`src/rtl/usb_rx_rcu.sv`:
```
// USB RX receive control unit: sync check, PID capture, unstuffed byte assembly, EOP alignment.
// Optional PID check/complement validation is enabled by defining RX_PID_CHECK_EN.
module usb_rx_rcu #(
    parameter int         MAX_BYTES = 64,
    parameter logic [7:0] SYNC_BYTE = 8'h80
) (
    input  logic       clk,
    input  logic       rst,
    input  logic       sop,
    input  logic       bit_strobe,
    input  logic       bit_in,
    input  logic       eop,
    output logic       rcving,
    output logic [3:0] rx_pid,
    output logic       pid_valid,
    output logic [7:0] rx_byte,
    output logic       w_enable,
    output logic [6:0] byte_count,
    output logic       rx_done,
    output logic       r_error
);

    typedef enum logic [2:0] {IDLE, SYNC, PID, DATA, EOP_WAIT, DONE, ERR} state_t;

    state_t     r_state;
    logic [7:0] r_shreg;
    logic [2:0] r_bit_cnt;
    logic [2:0] r_ones_cnt;
    logic       r_eop_seen;

    logic [7:0] w_next_byte;
    logic       w_last_bit;
    logic       w_stuff;
    logic       w_pid_ok;

    assign w_next_byte = {bit_in, r_shreg[7:1]};
    assign w_last_bit  = (r_bit_cnt == 3'd7);
    assign w_stuff     = (r_ones_cnt == 3'd6);

`ifdef RX_PID_CHECK_EN
    assign w_pid_ok = (w_next_byte[7:4] == ~w_next_byte[3:0]);
`else
    assign w_pid_ok = 1'b1;
`endif

    always_ff @(posedge clk) begin
        if (rst) begin
            r_state    <= IDLE;
            r_shreg    <= '0;
            r_bit_cnt  <= '0;
            r_ones_cnt <= '0;
            r_eop_seen <= 1'b0;
            rcving     <= 1'b0;
            rx_pid     <= '0;
            pid_valid  <= 1'b0;
            rx_byte    <= '0;
            w_enable   <= 1'b0;
            byte_count <= '0;
            rx_done    <= 1'b0;
            r_error    <= 1'b0;
        end else begin
            pid_valid <= 1'b0;
            w_enable  <= 1'b0;
            rx_done   <= 1'b0;
            case (r_state)
                IDLE: begin
                    // sop wins over a coincident strobe; that bit is dropped
                    if (sop) begin
                        r_state    <= SYNC;
                        rcving     <= 1'b1;
                        r_bit_cnt  <= '0;
                        r_ones_cnt <= '0;
                        byte_count <= '0;
                        r_error    <= 1'b0;
                        r_eop_seen <= 1'b0;
                    end
                end
                SYNC: begin
                    if (bit_strobe) begin
                        if (eop) begin
                            r_state <= ERR;
                            r_error <= 1'b1;
                        end else begin
                            r_shreg   <= w_next_byte;
                            r_bit_cnt <= r_bit_cnt + 3'd1;
                            if (w_last_bit) begin
                                if (w_next_byte == SYNC_BYTE) begin
                                    r_state <= PID;
                                end else begin
                                    r_state <= ERR;
                                    r_error <= 1'b1;
                                end
                            end
                        end
                    end
                end
                PID, DATA: begin
                    if (bit_strobe) begin
                        if (eop) begin
                            if (r_state == DATA && r_bit_cnt == 3'd0) begin
                                r_state <= EOP_WAIT;
                            end else begin
                                r_state <= ERR;
                                r_error <= 1'b1;
                            end
                        end else if (w_stuff) begin
                            // stuffed bit: dropped, must be a zero
                            r_ones_cnt <= '0;
                            if (bit_in) begin
                                r_state <= ERR;
                                r_error <= 1'b1;
                            end
                        end else begin
                            r_shreg    <= w_next_byte;
                            r_bit_cnt  <= r_bit_cnt + 3'd1;
                            r_ones_cnt <= bit_in ? r_ones_cnt + 3'd1 : 3'd0;
                            if (w_last_bit) begin
                                if (r_state == PID) begin
                                    if (w_pid_ok) begin
                                        rx_pid    <= w_next_byte[3:0];
                                        pid_valid <= 1'b1;
                                        r_state   <= DATA;
                                    end else begin
                                        r_state <= ERR;
                                        r_error <= 1'b1;
                                    end
                                end else if (byte_count == 7'(MAX_BYTES)) begin
                                    r_state <= ERR;
                                    r_error <= 1'b1;
                                end else begin
                                    rx_byte    <= w_next_byte;
                                    w_enable   <= 1'b1;
                                    byte_count <= byte_count + 7'd1;
                                end
                            end
                        end
                    end
                end
                EOP_WAIT: begin
                    if (bit_strobe && !eop) r_state <= DONE;
                end
                DONE: begin
                    rx_done <= 1'b1;
                    rcving  <= 1'b0;
                    r_state <= IDLE;
                end
                ERR: begin
                    // drain the rest of the packet: SE0 then J
                    if (bit_strobe) begin
                        if (eop) begin
                            r_eop_seen <= 1'b1;
                        end else if (r_eop_seen) begin
                            r_state <= IDLE;
                            rcving  <= 1'b0;
                        end
                    end
                end
                default: begin
                    r_state <= IDLE;
                    rcving  <= 1'b0;
                end
            endcase
        end
    end

endmodule

```
`config.mk`:
```
export PLATFORM = sky130hd
export DESIGN_NAME = usb_rx_rcu
export DESIGN_NICKNAME = d
export VERILOG_FILES = /design/src/rtl/usb_rx_rcu.sv
export SDC_FILE = /design/constraint.sdc
export NUM_CORES = 1
export LEC_CHECK = 0
export CAP_MARGIN = 10
export CORE_MARGIN = 3
export CORE_UTILIZATION = 40
export CTS_BUF_LIST = sky130_fd_sc_hd__clkbuf_16
export CTS_CLUSTER_SIZE = 40
export DETAILED_ROUTE_END_ITERATION = 8
export PLACE_DENSITY = 0.61
export SLEW_MARGIN = 20
export SYNTH_ARGS = -nofsm -noshare
export SYNTH_HDL_FRONTEND = slang
export SYNTH_SLANG_ARGS = --single-unit
```
`constraint.sdc`:
```
create_clock -name clk -period 2.8 [get_ports clk]
set_clock_uncertainty 0.15 [all_clocks]
set_input_delay 0.7 -clock clk [delete_from_list [all_inputs] [get_ports clk]]
set_output_delay 0.7 -clock clk [all_outputs]
set_load 0.03 [all_outputs]
```
==> results.md <==
STA:
- The summed negative setup slack over all endpoints is 0 ns.
- Setup repair after global routing left no endpoint under its margin.
- In the post-route analysis, the smallest setup slack over all paths is between 0.4 and 0.5 ns.
- The slew at the pin closest to its max-slew limit is slightly above 0.5 ns.
- The worst max-slew margin expressed relative to the limit is between 60% and 70%.
- The total setup violations reported at the end of the flow is 0.
- The hold violation total from the final report came to 0.
- The number of pins with negative max-slew slack in the final report is 0.
- Based on the critical path, the design can be clocked at up to between 0.4 and 0.5 GHz.
- The final worst-path cycle share is 84.8%.
- The smallest clock period supported by the final layout is computed as ~2.4 ns.

Drt:
- The post-route antenna net violation count is 0.
- The post-detailed-route DRC marker count is 0.
- Using the TritonRoute via totals, the vias-per-cell ratio works out to ~5.0.
- In this run, the number of DRC markers left after iteration 0 of detailed routing was between 100 and 150.
- The final route contains ~1600 vias.
- The final layout contains routed wiring with a total length of roughly 4.3 mm.
- In the final routed layout, each cell accounts on average for ~13 um.
- The length of the first detailed-routing pass in iterations is 4.

Setup path:
- The startpoint type of the worst setup path is an input pin.
- The element type at the critical path end is a flip-flop.
- The setup slack of the worst register-to-register path is roughly 0.50 ns.
- At the worst endpoint, the required time is about 2.9 ns.
- Along the worst path, the maximum fanout reaches 4.
- STA puts the critical path data arrival time at about 2.4 ns.
- The worst setup path category is in -> reg.

CTS:
- The clock passes through at most 2 buffers.
- The total number of clock tree sinks is 41.
- Buffers inserted during clock tree synthesis total 5.
- Clock-pin slew was measured on the worst setup and hold paths at around 0.060 ns.
- In this run the clock root is driven by a clkbuf_16.
- The post-cts resize count is 0.
- At the later pin of the worst-skew pair, clock insertion delay measures 0.28 ns.
- The buffers inserted during post-CTS setup optimization is 0.
- The CTS tree is built.
- The H-tree generated during clock tree synthesis spans 2 levels.
- Hold repair after CTS inserted 0 buffers.

Place:
- The worst slack at placement is ~0.13 ns.
- At the end of routability-driven placement, the weighted congestion stood at ~0.81.
- The estimated wirelength of the detail-placed design is ~3 mm.
- The count of port buffers added during placement is 29.

Floorplanning:
- The die is 76.4 um tall.
- In this run the horizontal extent of the chip is around 76 um.
- The total die area is approximately 5800 um^2.
- In this run the core area contains 24 standard-cell rows.
- For this design the top-level I/O count stands at 30.
- The area inside the core boundary is around 4600 um^2.
- For this configuration, the core starts out at a cell density of a little over two fifths.

Global routing:
- The all-layer global routing usage is roughly 15%.
- The pin count of the biggest net entering global routing is 19.
- The number of antenna violations at the first check in global routing was 0.
- The first-pass GRT wire length is 7.21 mm.
- The remaining global-route overflow is 0.
- The via count of the first global-routing pass is between 1500 and 2000.

Layout:
- Relative to the synthesized area, the layout overhead comes to 29.8%.
- The filler cells instantiated in the layout total approximately 440.
- The total inserted antenna cells is 0.
- The share of post-route cells with drive strength above 1 is 10.7%.
- Leaving out fill and tap cells, the most frequent cells in the layout are nor2_1 (41), dfxtp_1 (41), clkdlybuf4s50_1 (29).
- In the final design database the tool counted 274 nets.

Logic synthesis:
- The count of different cell masters after synthesis is between 40 and 50.
- The post-synthesis sequential area ratio is between 40 and 50%.
- Yosys printed 0 warnings.
- The synthesized net count is ~240.
- Counting flops and latches in the post-synthesis netlist gives 41.
- In the synthesized netlist the async set-or-reset flop fraction comes to 0%.
- The synthesized area per cell is between 8 and 9 um^2.
- The cell count after synthesis is 222.
- The synthesized netlist occupies a cell area of 1980 um^2.
- The primary flip-flop cell chosen by synthesis mapping is dfxtp_1.
- The count of flip-flops with a built-in enable after synthesis is 0.

Pwr:
- Across the VDD grid, the largest voltage drop is roughly 0.00034 V.
- Dividing total power by cell area gives a power density of approximately 700 nW/um^2.
- In this run the static leakage power is between 1 and 1.5 nW.

Flow run:
- The total of max-cap violations is 0.

Status:
- The run finished with clean final reports.

Worst hold path:
- The kind of path behind the tightest hold check is reg -> reg.
==> worst max-delay path, stage by stage <==
cell and delay, ns:
clkdlybuf4s50_1 0.53, or3b_4 0.41, a21o_1 0.19, or4_1 0.46, a21oi_1 0.14
==> state kept, by name (all words and copies together), names as in the netlist <==
| register | count |
|---|---|
| r_error | 1 |
| rx_done | 1 |
| r_shreg | 7 |
| rcving | 1 |
| w_enable | 1 |
| byte_count | 7 |
| r_bit_cnt | 3 |
| rx_byte | 8 |
| r_state | 3 |
| r_ones_cnt | 3 |
| rx_pid | 4 |
| pid_valid | 1 |
| r_eop_seen | 1 |
==> synthesized netlist by cell type, types with 3 or more instances <==
master | n | share of area, %
dfxtp_1 | 41 | 41
nand3b_1 | 5 | 1.9
xor2_1 | 3 | 1.3
a21oi_1 | 15 | 3.8
clkbuf_1 | 7 | 1.3
nor2b_1 | 3 | 0.95
a31oi_1 | 3 | 0.95
nor4_1 | 4 | 1.3
nor3_1 | 6 | 1.5
nor2_1 | 41 | 7.8
nand2_1 | 11 | 2.1
o21ai_0 | 7 | 1.8
mux2i_1 | 19 | 9.6
nand3_1 | 3 | 0.76
ha_1 | 7 | 4.4
inv_1 | 9 | 1.7
nand4_1 | 3 | 0.95
==> final cells by class <==
cell class	count	area [um^2]	area share, %
multi-input combinational	161	1070	41.5
inverter	9	33.8	1.31
tap	65	81.3	3.16
clock buffer	5	125	4.87
sequential	41	821	31.9
timing repair buffer	43	395	15.4
clock inverter	3	46.3	1.80
==> where the power goes <==
group	switching, mW	leakage (nW)	internal (mW)
clock	0.226	0.0800	0.421
sequential	0.0724	0.331	0.621
combinational	0.253	0.589	0.196
==> cell families after synthesis <==
family                     synth area share (%)
and+or+nand+nor                            24.7
DFF                                        41.4
AOI/OAI and AO/OA                          12.7
muxes                                      10.7
buffers and inverters                      4.67
adders and majority gates                  4.42
xor gates and xnor gates                   1.33
==> final timing paths <==
path                       from       endpoint  cells past startpoint
hold / removal     r_bit_cnt[2]   r_bit_cnt[2]                      2
setup reg to reg  byte_count[0]     r_state[1]                      7
setup / recovery            sop  r_ones_cnt[2]                      5
hold reg to reg    r_bit_cnt[2]   r_bit_cnt[2]                      2
==> per-stage QoR <==
step / hold WS (ns) / cell area (um^2) / total power, mW / utilization, % / cells
floorplan: 0.299 / 1980 / 1.00 / - / 222
finish: 0.334 / 2570 / 1.79 / 56.3 / 327
CTS: 0.333 / 2570 / 1.80 / 56.3 / 327
global placement: 0.321 / 2400 / 1.15 / 52.5 / 319
global route: 0.384 / 2570 / 1.88 / 56.3 / 327
detailed placement: 0.324 / 2400 / 1.15 / 52.5 / 319
==> layer usage <==
metal	share of wire, %	GRT usage (%)	vias to the layer above
met5	0	0	-
met4	0.40	3.80	0
met3	5.1	4.96	3
met2	42	21.4	48
met1	52	21.9	710
li1	-	-	859
No activity file was read; power rests on OpenSTA's default activity.
